**config.mk**
```make
export PLATFORM = sky130hd
export DESIGN_NAME = decim_filter_sequencer
export DESIGN_NICKNAME = d
export VERILOG_FILES = /design/src/rtl/decim_filter_sequencer.sv
export SDC_FILE = /design/constraint.sdc
export NUM_CORES = 1
export LEC_CHECK = 0
export BUFFER_PORTS_ARGS = -buffer_cell sky130_fd_sc_hd__buf_2
export CORE_MARGIN = 2
export CORE_UTILIZATION = 40
export DETAILED_ROUTE_END_ITERATION = 10
export GPL_TIMING_DRIVEN = 1
export PLACE_DENSITY = 0.62
export SLEW_MARGIN = 15
export SYNTH_ARGS = -nofsm -noshare
export SYNTH_HDL_FRONTEND = slang
export SYNTH_SLANG_ARGS = --single-unit
```
**constraint.sdc**
```tcl
create_clock -name S_AXI_ACLK -period 2.3 [get_ports S_AXI_ACLK]
set_clock_uncertainty 0.15 [all_clocks]
set_input_delay 0 -clock S_AXI_ACLK [delete_from_list [all_inputs] [get_ports S_AXI_ACLK]]
set_output_delay 0 -clock S_AXI_ACLK [all_outputs]
set_load 0.01 [all_outputs]
```
**src/rtl/decim_filter_sequencer.sv**
```systemverilog
// decim_filter_sequencer: drives the decimation core strobes from latched config and
// returns one captured result per group of N samples on a valid/ready stream.
module decim_filter_sequencer #(
    parameter int DATA_WIDTH = 16,
    parameter int DEC_WIDTH  = 8,
    parameter int LEN_WIDTH  = 16
) (
    input  logic                  S_AXI_ACLK,
    input  logic                  S_AXI_ARESETN,
    input  logic                  cfg_start,
    input  logic                  cfg_abort,
    input  logic [DEC_WIDTH-1:0]  cfg_decim,
    input  logic [LEN_WIDTH-1:0]  cfg_len,
    input  logic                  s_valid,
    output logic                  s_ready,
    output logic                  core_clr,
    output logic                  core_en,
    output logic                  core_dump,
    input  logic [DATA_WIDTH-1:0] core_result,
    output logic                  m_valid,
    output logic [DATA_WIDTH-1:0] m_data,
    input  logic                  m_ready,
    output logic                  busy,
    output logic                  done,
    output logic                  err_cfg,
    output logic [LEN_WIDTH-1:0]  out_cnt
);
    localparam logic [2:0] IDLE = 3'd0, CLEAR = 3'd1, RUN = 3'd2, CAPT = 3'd3, HOLD = 3'd4, DONE = 3'd5;
    logic [2:0]            state_q, state_d;
    logic [DEC_WIDTH-1:0]  n_q, n_d, ph_q, ph_d;
    logic [LEN_WIDTH-1:0]  l_q, l_d, out_cnt_q, out_cnt_d, out_inc;
    logic [DATA_WIDTH-1:0] m_data_q, m_data_d;
    logic                  m_valid_q, m_valid_d, busy_q, busy_d, done_q, done_d, err_q, err_d;
    logic                  abort_hit, last;
    // abort overrides everything outside IDLE; reset also masks the core strobes
    assign abort_hit = cfg_abort && state_q != IDLE;
    assign s_ready   = S_AXI_ARESETN && state_q == RUN && !abort_hit;
    assign core_en   = s_valid && s_ready;
    assign last      = ph_q == n_q - 1'b1;
    assign core_dump = core_en && last;
    assign core_clr  = S_AXI_ARESETN && (state_q == CLEAR || abort_hit);
    assign out_inc   = out_cnt_q + 1'b1;
    assign m_valid   = m_valid_q;
    assign m_data    = m_data_q;
    assign busy      = busy_q;
    assign done      = done_q;
    assign err_cfg   = err_q;
    assign out_cnt   = out_cnt_q;
    always_comb begin
        state_d   = state_q;
        n_d       = n_q;
        l_d       = l_q;
        ph_d      = ph_q;
        out_cnt_d = out_cnt_q;
        m_data_d  = m_data_q;
        m_valid_d = m_valid_q;
        busy_d    = busy_q;
        done_d    = done_q;
        err_d     = err_q;
        if (abort_hit) begin
            state_d   = IDLE;
            m_valid_d = 1'b0;
            busy_d    = 1'b0;
            ph_d      = '0;
        end else begin
            case (state_q)
                IDLE: if (cfg_start) begin
                    if (cfg_decim != '0 && cfg_len != '0) begin
                        n_d     = cfg_decim;
                        l_d     = cfg_len;
                        done_d  = 1'b0;
                        err_d   = 1'b0;
                        state_d = CLEAR;
                    end else err_d = 1'b1;
                end
                CLEAR: begin
                    ph_d      = '0;
                    out_cnt_d = '0;
                    busy_d    = 1'b1;
                    state_d   = RUN;
                end
                RUN: if (core_en) begin
                    ph_d    = last ? '0 : ph_q + 1'b1;
                    state_d = last ? CAPT : RUN;
                end
                CAPT: begin
                    m_data_d  = core_result;
                    m_valid_d = 1'b1;
                    state_d   = HOLD;
                end
                HOLD: if (m_ready) begin
                    m_valid_d = 1'b0;
                    out_cnt_d = out_cnt_q == l_q ? out_cnt_q : out_inc;
                    state_d   = out_inc == l_q ? DONE : RUN;
                end
                DONE: begin
                    busy_d  = 1'b0;
                    done_d  = 1'b1;
                    state_d = IDLE;
                end
                default: state_d = IDLE;
            endcase
        end
    end
    always_ff @(posedge S_AXI_ACLK) begin
        if (!S_AXI_ARESETN) begin
            state_q   <= IDLE;
            n_q       <= '0;
            l_q       <= '0;
            ph_q      <= '0;
            out_cnt_q <= '0;
            m_data_q  <= '0;
            m_valid_q <= 1'b0;
            busy_q    <= 1'b0;
            done_q    <= 1'b0;
            err_q     <= 1'b0;
        end else begin
            state_q   <= state_d;
            n_q       <= n_d;
            l_q       <= l_d;
            ph_q      <= ph_d;
            out_cnt_q <= out_cnt_d;
            m_data_q  <= m_data_d;
            m_valid_q <= m_valid_d;
            busy_q    <= busy_d;
            done_q    <= done_d;
            err_q     <= err_d;
        end
    end
endmodule
```
Yosys cells after proc, flatten, opt, wreduce, memory -nomap -nowiden
Index checks and enable logic that the tools add are counted.
Storage, ports and cells
  logic and storage cells: 75
  RAM bits: 0
  output and inout bits: 40
  flip-flop bits (word level): 71
  memories: 0
  bits of input ports: 46
  ROM bits: 0
  bits in latches: 0
Cells by class
  $mul: 0
  equality and inequality tests: 13
  $lt $le $gt $ge: 0
  bitwise gates (word level): 2
  multiplexer cells: 20
  add/sub/neg operators: 3
  divide/modulo/power cells: 0
  shifts and indexed selects: 0
  reductions and logical operators: 27
Operators by type and width (number)
  $eq 16x16->1: 2
  $mux 16: 2
  $pmux 16 s2: 1
  $add 16x1->16 const B: 1
  $mux 8: 2
  $pmux 8 s2: 1
  $reduce_and 4->1: 4
  $reduce_bool 16->1: 1
  $mux 3: 5
  $pmux 3 s5: 1
  $ne 2x2->1 const B: 5
  $reduce_bool 2->1: 5
  $add 8x1->8 const B: 1
  $eq 8x8->1: 1
  $reduce_bool 8->1: 1
  $sub 8x1->8 const B: 1
  $logic_and 1x1->1: 7
  $eq 3x2->1 const B: 2
  $eq 3x3->1 const B: 2
  $pmux 1 s2: 3
  $reduce_and 2->1: 3
  $mux 1: 5
  $eq 3x1->1 const B: 1
  $logic_not 3->1: 1
  6 further kinds: 7

Longest topological paths before layout
Gate-level depths: netlist of the first run.
  depth after elaboration: 7
  depth in mapped cells: 9
  depth with buffers taken out: 8

Worst setup path before layout of the first run
Ideal clock, no wire load.
  path kind: reg2reg
  start point: register out_cnt_q[11] (netlist: out_cnt[11])
  end point: register out_cnt_q[7] (netlist: out_cnt[7])
  data arrival time: 2221 ps
  clock period less this slack: 2472 ps
  path slack: -172 ps
  required time: 2049 ps
  library setup time: 101 ps
  stages on the path, launching flop included: 9
  cells stage by stage: dfxtp_1 -> buf_6 -> xnor2_2 -> or3b_1 -> or4_4 -> o21a_4 -> nor3_4 -> o21ai_1 -> o41ai_1
On the way
  word-level cells in the longest chain between the ends: 3
RTL lines
  from (decl): line 31  | logic [LEN_WIDTH-1:0] l_q, l_d, out_cnt_q, out_cnt_d, out_inc;
  from (signal assigned): line 122  | out_cnt_q <= out_cnt_d;
  $eq 16x16->1: line 93  | out_cnt_d = out_cnt_q == l_q ? out_cnt_q : out_inc;
  $ne 2x2->1 (no line)
  $reduce_and 4->1 (no line)
No other way between the ends.
A chain may end at the register's enable or synchronous reset.

Worst setup path in the final report of the first run
  start point: register out_cnt_q[7] (netlist: out_cnt[7])
  end point: register out_cnt_q[11] (netlist: out_cnt[11])
On the way
  word-level cells in the longest chain between the ends: 4
  elaborated cells on any way between the ends: 7
  classes of those cells: add/sub: 1; eq/ne: 2; mux: 3; reduce/logical: 1
RTL lines
  $add 16x1->16: line 42  | assign out_inc = out_cnt_q + 1'b1;
  $mux 16: line 93
  $mux 16: line 91  | HOLD: if (m_ready) begin
  $pmux 16 s2: line 66  | case (state_q)
Parallel ways exist; a longest one is shown, timed or not. The select of a mux whose other input is x is not followed.

==> results of run 1 <==
layout make-up:
type	instances	share of cell area, %
Multi-Input combinational cell	357	42.0
Timing Repair Buffer	203	26.2
Sequential cell	71	25.8
Tap cell	111	2.49
Clock buffer	9	2.22
Clock inverter	7	0.852
Inverter	8	0.538
worst max path at each step:
stage,slack [ps],start,end,cells after the start
global placement,-120,l_q[11],out_cnt[14],8
CTS,-120,out_cnt[11],out_cnt[9],9
detailed placement,-200,out_cnt[0],state_q[1],8
finish,-130,out_cnt[7],out_cnt[11],9
global route,-200,out_cnt[7],out_cnt[11],9
floorplan,-130,out_cnt[11],out_cnt[7],8
through the flow:
step,instance area [sq um],hold slack (ps),utilization [%],cells
global placement,4690,92.7,51.3,695
detailed placement,4690,99.2,51.3,695
floorplan,3750,-14.0,-,459
global route,5580,289,61.0,766
CTS,5450,265,59.5,761
finish,5580,286,61.0,766
synth_stat cells (6+ instances only):
master / n
dfxtp_1: 71
nor2_1: 64
nand2_1: 55
a21oi_1: 34
xnor2_1: 28
mux2i_1: 25
clkbuf_1: 20
o21ai_1: 19
nand4_1: 14
xor2_1: 14
nor4_1: 11
nand3_1: 9
inv_1: 8
nand2b_1: 7
nor2b_1: 7
nor3_1: 7
and3_1: 6
state kept, by name, indices dropped and copies added (netlist names), 3 cells and up:
signal and flops:
out_cnt 16, m_data 16, l_q 16, state_q 3
n_q 8, ph_q 8
metal layers:
layer	wire [um]	vias up	part of all wire (%)	GRT usage, %
met3	654	27	5.7	4.02
met4	268	0	2.3	10.9
met1	5220	1875	46	31.0
met2	5330	118	46	36.9
li1	-	2006	-	-
met5	0	-	0	0
kinds of logic after synthesis:
family / after synthesis / synth area share, %
compound gates: 88 / 14.8
mux: 25 / 6.71
fa+ha+maj: 3 / 1.01
flops: 71 / 38.1
buf+inv: 31 / 3.42
simple gates: 198 / 25.7
xor+xnor: 43 / 10.3
repair_timing:
item	CTS	global route
buffers inserted	4	5
endpoints found under the setup margin	20	27
gates resized for setup	26	18
hold endpoints to repair	53	0
hold buffers	46	0
pin swaps	17	13
power groups by stage:
| stage | sequential (mW) | clock (mW) | combinational, mW |
|---|---|---|---|
| 2_1_floorplan | 1.36 | 0 | 0.407 |
| 4_1_cts | 1.35 | 0.919 | 0.695 |
| 3_3_place_gp | 1.37 | 0 | 0.595 |
| 5_1_grt | 1.36 | 0.977 | 0.796 |
| 6_report | 1.35 | 0.901 | 0.723 |
| 3_5_place_dp | 1.38 | 0 | 0.608 |
worst register-to-register path, stage by stage (launching register included):
cell      delay, ps
dfxtp_2         340
xor2_1          160
or3b_4          380
or4_4           510
buf_6           150
o211ai_4        180
buf_6           140
a21oi_1          40
o21ai_1         160
o31ai_1         100
==> impl_metrics.toml, run 1 <==
[outcome]
status = "complete, but fails checks"
violations = "setup timing"

[setup_path]
ff2ff_path_depth = 9
cp_cell_sequence = "xor2_1 -> or3b_4 -> or4_4 -> buf_6 -> o211ai_4 -> buf_6 -> a21oi_1 -> o21ai_1 -> o31ai_1"
worstPathRequired_ps = 2380
critPathArrivalTime_ps = 2510
timing.rr.start = "out_cnt[7]"
end_kind = "register"
crit_family = "simple AND/OR/NAND/NOR gates"
crit_fanout = 4
crit_type = "register to register"
r2r_slack_ps = -130
cp_num_buf_inv = 2
cp_slowest_stage_delay_ps = 510
startpoint_type = "register"
crit_top_cell = "buf_6"
r2r-end = "out_cnt[11]"
cpMaxStageDelayCell = "or4_4"

[power]
sequentialPowerShare_pct = 45.4
p_total_mw = 2.98
clkPwrFrac_pct = 30.3
switching_share_pct = 30.8
power_switching_mw = 0.916
power_density_mw_per_mm2 = 533
combinationalPowerShare_pct = 24.3
power.internal_mw = 2.06
ir_drop_uv = 382
leakage_nw = 2.47

[final_layout]
register_area_sq_mm = 0.00144
final_common_cell = "buf_2"
diodes = 0
fin_nets = 699
syn_to_final_growth_pct = 49.7
multiInputGateArea_sq_mm = 0.00234
final_cell_mix = "buf_2, nor2_1, buf_4"
drive_gt1_share_pct = 31.6
num-fill-cells = 799

[drt]
drc_errors = 0
first_pass_iters = 5
drt_iter0_markers = 196
avgViaCountPerCell = 5.26
vias = 4026
wirelength_um = 11500
antenna_left = 0
wl_per_cell_um = 15.0

[job]
drv_cap = 0

[synthesis]
synth_flop_cell = "dfxtp_1"
synth_edf_count = 0
synth_top_area_share_pct = 38.1
synth_largest_area_cell = "dfxtp_1"
yosysWarnings = 0
synth-async-reset-ratio_pct = 0
synth_area_leaders = "dfxtp_1, mux2i_1, xnor2_1"
synth_cells = 459
synthDistinctLibCells = 52
ys_ff_latch = 71
synth-seq-area-share_pct = 38.1
synth.net_count = 508
avgSynthCellArea_sq_um = 8.12
netlist_area_sq_mm = 0.00373

[sta]
rsz0062_at_grt = "yes"
worstMarginPinSlew_ps = 534
finalCriticalPeriod_ps = 2430
setup_slack_ps = -128
hold_violations = 0
final_max_slew_viol_count = 0
max_freq_mhz = 412
period_share_pct = 106
relSlewSlack_pct = 64.3
setup_viol = 13
fin_setup_tns_ps = -742

[worst_hold_path]
worstHoldStart = "core_result[7]"
hold_path_depth = 4
hold_path_class = "primary input to register"
worstHoldEndpoint = "m_data[7]"

[global_routing]
grt_start_max_net_pins = 27
grt_pass1_wl_um = 18800
globalRouteTotalUtil_pct = 23.3
grt_pass1_vias = 3959
grt_antenna_before_repair = 0
grt-ovfl-total = 0

[clock_tree]
clk_path_buf_depth = 2
htreeDepth = 3
numCtsBuffers = 9
clk_pin_slew_ps = 90
cts_tree = "built"
clock_latency_ps = 350
clock_tree.root_cell = "clkbuf_8"
cts.sinks = 71

[floorplan]
coreArea_sq_mm = 0.00915
initial_core_util_pct = 40.7
die_y_um = 101
die_x_um = 101
ioPinCount = 86
design.die.area_sq_mm = 0.0101
rows = 35

[placed_design]
dp_slack_ps = -203
dpl.hpwl_um = 8190
routabilityCongestion = 0.897
io_buffers = 85
Power figures use the tool's default switching activity.
==> run 2, diff against run 1 <==
--- a/config.mk
+++ b/config.mk
@@ -5,12 +5,13 @@
 export SDC_FILE = /design/constraint.sdc
 export NUM_CORES = 1
 export LEC_CHECK = 0
+export ABC_AREA = 1
 export BUFFER_PORTS_ARGS = -buffer_cell sky130_fd_sc_hd__buf_2
 export CORE_MARGIN = 2
 export CORE_UTILIZATION = 40
 export DETAILED_ROUTE_END_ITERATION = 10
 export GPL_TIMING_DRIVEN = 1
-export PLACE_DENSITY = 0.62
+export PLACE_DENSITY = 0.61
 export SLEW_MARGIN = 15
 export SYNTH_ARGS = -nofsm -noshare
 export SYNTH_HDL_FRONTEND = slang
==> impl_metrics.toml, run 2 <==
[final_layout]
design_area_sq_mm = 0.00556
final_common_cell = "nand2_1"
diodes = 0
drive_gt1_share_pct = 22.1
fin_nets = 821
syn_to_final_growth_pct = 32.3
final_cell_mix = "nand2_1, buf_2, nor2_1"
num-fill-cells = 1050

[worst_hold_path]
hold_path_class = "primary input to register"

[setup_path]
crit_type = "register to primary output"
critPathArrivalTime_ps = 2030
startpoint_type = "register"
crit_fanout = 4
worstPathRequired_ps = 2150
end_kind = "primary output"

[placed_design]
dpl.hpwl_um = 9530
routabilityCongestion = 0.971
io_buffers = 85
place_area_sq_mm = 0.00485
dp_slack_ps = 104

[synthesis]
synth_edf_count = 0
synth-async-reset-ratio_pct = 0
synthDistinctLibCells = 37
synth_area_leaders = "dfxtp_1, nand2_1, nor2_1"
synth.net_count = 678
synth_cells = 629
ys_ff_latch = 71
avgSynthCellArea_sq_um = 6.68
synth_common_cells = "nand2_1, nor2_1, inv_1"
yosysWarnings = 0
synth-seq-area-share_pct = 33.8
synth_largest_area_cell = "dfxtp_1"
yosysMostFrequentCell = "nand2_1"
synth_top_area_share_pct = 33.8
synth_flop_cell = "dfxtp_1"
netlist_area_sq_mm = 0.00420

[clock_tree]
clk_path_buf_depth = 2
cts.sinks = 71
clk_pin_slew_ps = 90
cts_tree = "built"
htreeDepth = 3
clock_tree.root_cell = "clkbuf_8"
numCtsBuffers = 9
clock_latency_ps = 350

[floorplan]
initial_core_util_pct = 40.9
die_y_um = 106
design.die.area_sq_mm = 0.0113
coreArea_sq_mm = 0.0103
ioPinCount = 86
rows = 37
die_x_um = 106

[sta]
fin_setup_tns_ps = 0
worstMarginPinSlew_ps = 494
hold_violations = 0
max_freq_mhz = 459
setup_slack_ps = 124
holdWs_ps = 262
final_max_slew_viol_count = 0
relSlewSlack_pct = 67.0
setup_viol = 0
period_share_pct = 94.6
finalCriticalPeriod_ps = 2180

[power]
ir_drop_uv = 548
leakage_nw = 2.56
p_total_mw = 5.14
power_density_mw_per_mm2 = 925

[outcome]
status = "complete, no violations"

[global_routing]
grt_pass1_wl_um = 21100
globalRouteTotalUtil_pct = 23.5
grt_pass1_vias = 4273
grt_antenna_before_repair = 0
grt_start_max_net_pins = 43
grt-ovfl-total = 0

[job]
drv_cap = 0

[drt]
wirelength_um = 12900
first_pass_iters = 5
vias = 4499
antenna_left = 0
wl_per_cell_um = 14.2
avgViaCountPerCell = 4.93
drt_iter0_markers = 238
drc_errors = 0
==> run 2: cell count changes after synthesis, moves of 10 or more <==
cell / change
nand2_1: +83
inv_1: +66
o21ai_0: +43
mux2i_1: -25
nand3_1: +25
a21oi_1: +17
o21ai_1: -17
xnor2_1: -16
clkbuf_1: -13
nor2_1: +13
xor2_1: +10
==> run 2: per-stage QoR <==
| step | util [%] | cells |
|---|---|---|
| after floorplan | - | 629 |
| after global placement | 47.2 | 850 |
| after detailed placement | 47.2 | 850 |
| after CTS | 53.6 | 912 |
| after global routing | 54.1 | 913 |
| final | 54.1 | 913 |
==> run 2: metal layers <==
| layer | track usage (%) | wire length [um] | vias to the layer above |
|---|---|---|---|
| met3 | 4.41 | 480 | 10 |
| met4 | 5.57 | 161 | 0 |
| li1 | - | - | 2310 |
| met1 | 29.8 | 5850 | 2062 |
| met5 | 0 | 0 | - |
| met2 | 41.2 | 6430 | 117 |
==> run 2: timing repair <==
| item | in CTS | in global routing |
|---|---|---|
| hold buffers | 46 | 0 |
| setup buffers | 0 | 1 |
| hold endpoints to repair | 58 | 0 |
| resized for setup | 0 | 12 |
| setup endpoints to repair | 0 | 4 |
==> run 2: logic make-up (layout without fill, tap and decap cells) <==
family	count (synthesis)	count (layout)	synth area share, %
xor gates and xnor gates	36	36	7.51
buffers and inverters	101	249	9.48
AOI/OAI and AO/OA	109	109	14.2
adders and majority gates	3	3	0.894
DFF	71	71	33.8
and+or+nand+nor	309	309	34.1
==> run 2: report_power, final <==
part	leakage, nW	switching [mW]	total (mW)	internal, mW
Combinational	1.87	1.48	2.41	0.927
Clock	0.106	0.540	1.06	0.516
Sequential	0.581	0.219	1.67	1.46
Total	2.56	2.24	5.14	2.90
==> run 2: final cells by class <==
class / instances / area [sq um] / area share (%)
multi-input combinational: 457 / 2410 / 43.4
tap: 136 / 170 / 3.06
sequential: 71 / 1430 / 25.7
timing repair buffer: 147 / 1020 / 18.3
clock inverter: 7 / 81.3 / 1.46
clock buffer: 9 / 124 / 2.23
inverter: 86 / 325 / 5.86
==> run 2: path summary, 6_finish.rpt <==
check	start	to	slack, ps	cells after the start
setup / recovery	n_q[0]	core_dump	120	10
hold / removal	core_result[3]	m_data[3]	260	4
setup reg to reg	out_cnt[0]	state_q[1]	220	14
hold reg to reg	err_cfg	err_cfg	320	2
==> run 2: critical path, stage by stage, from the launching register on <==
cell	delay [ps]
dfxtp_1	350
inv_1	90
ha_2	350
xor2_2	150
nand2_1	70
nor2_1	110
nand4_1	100
nor2_1	130
nand2_1	90
nor2_1	90
buf_2	130
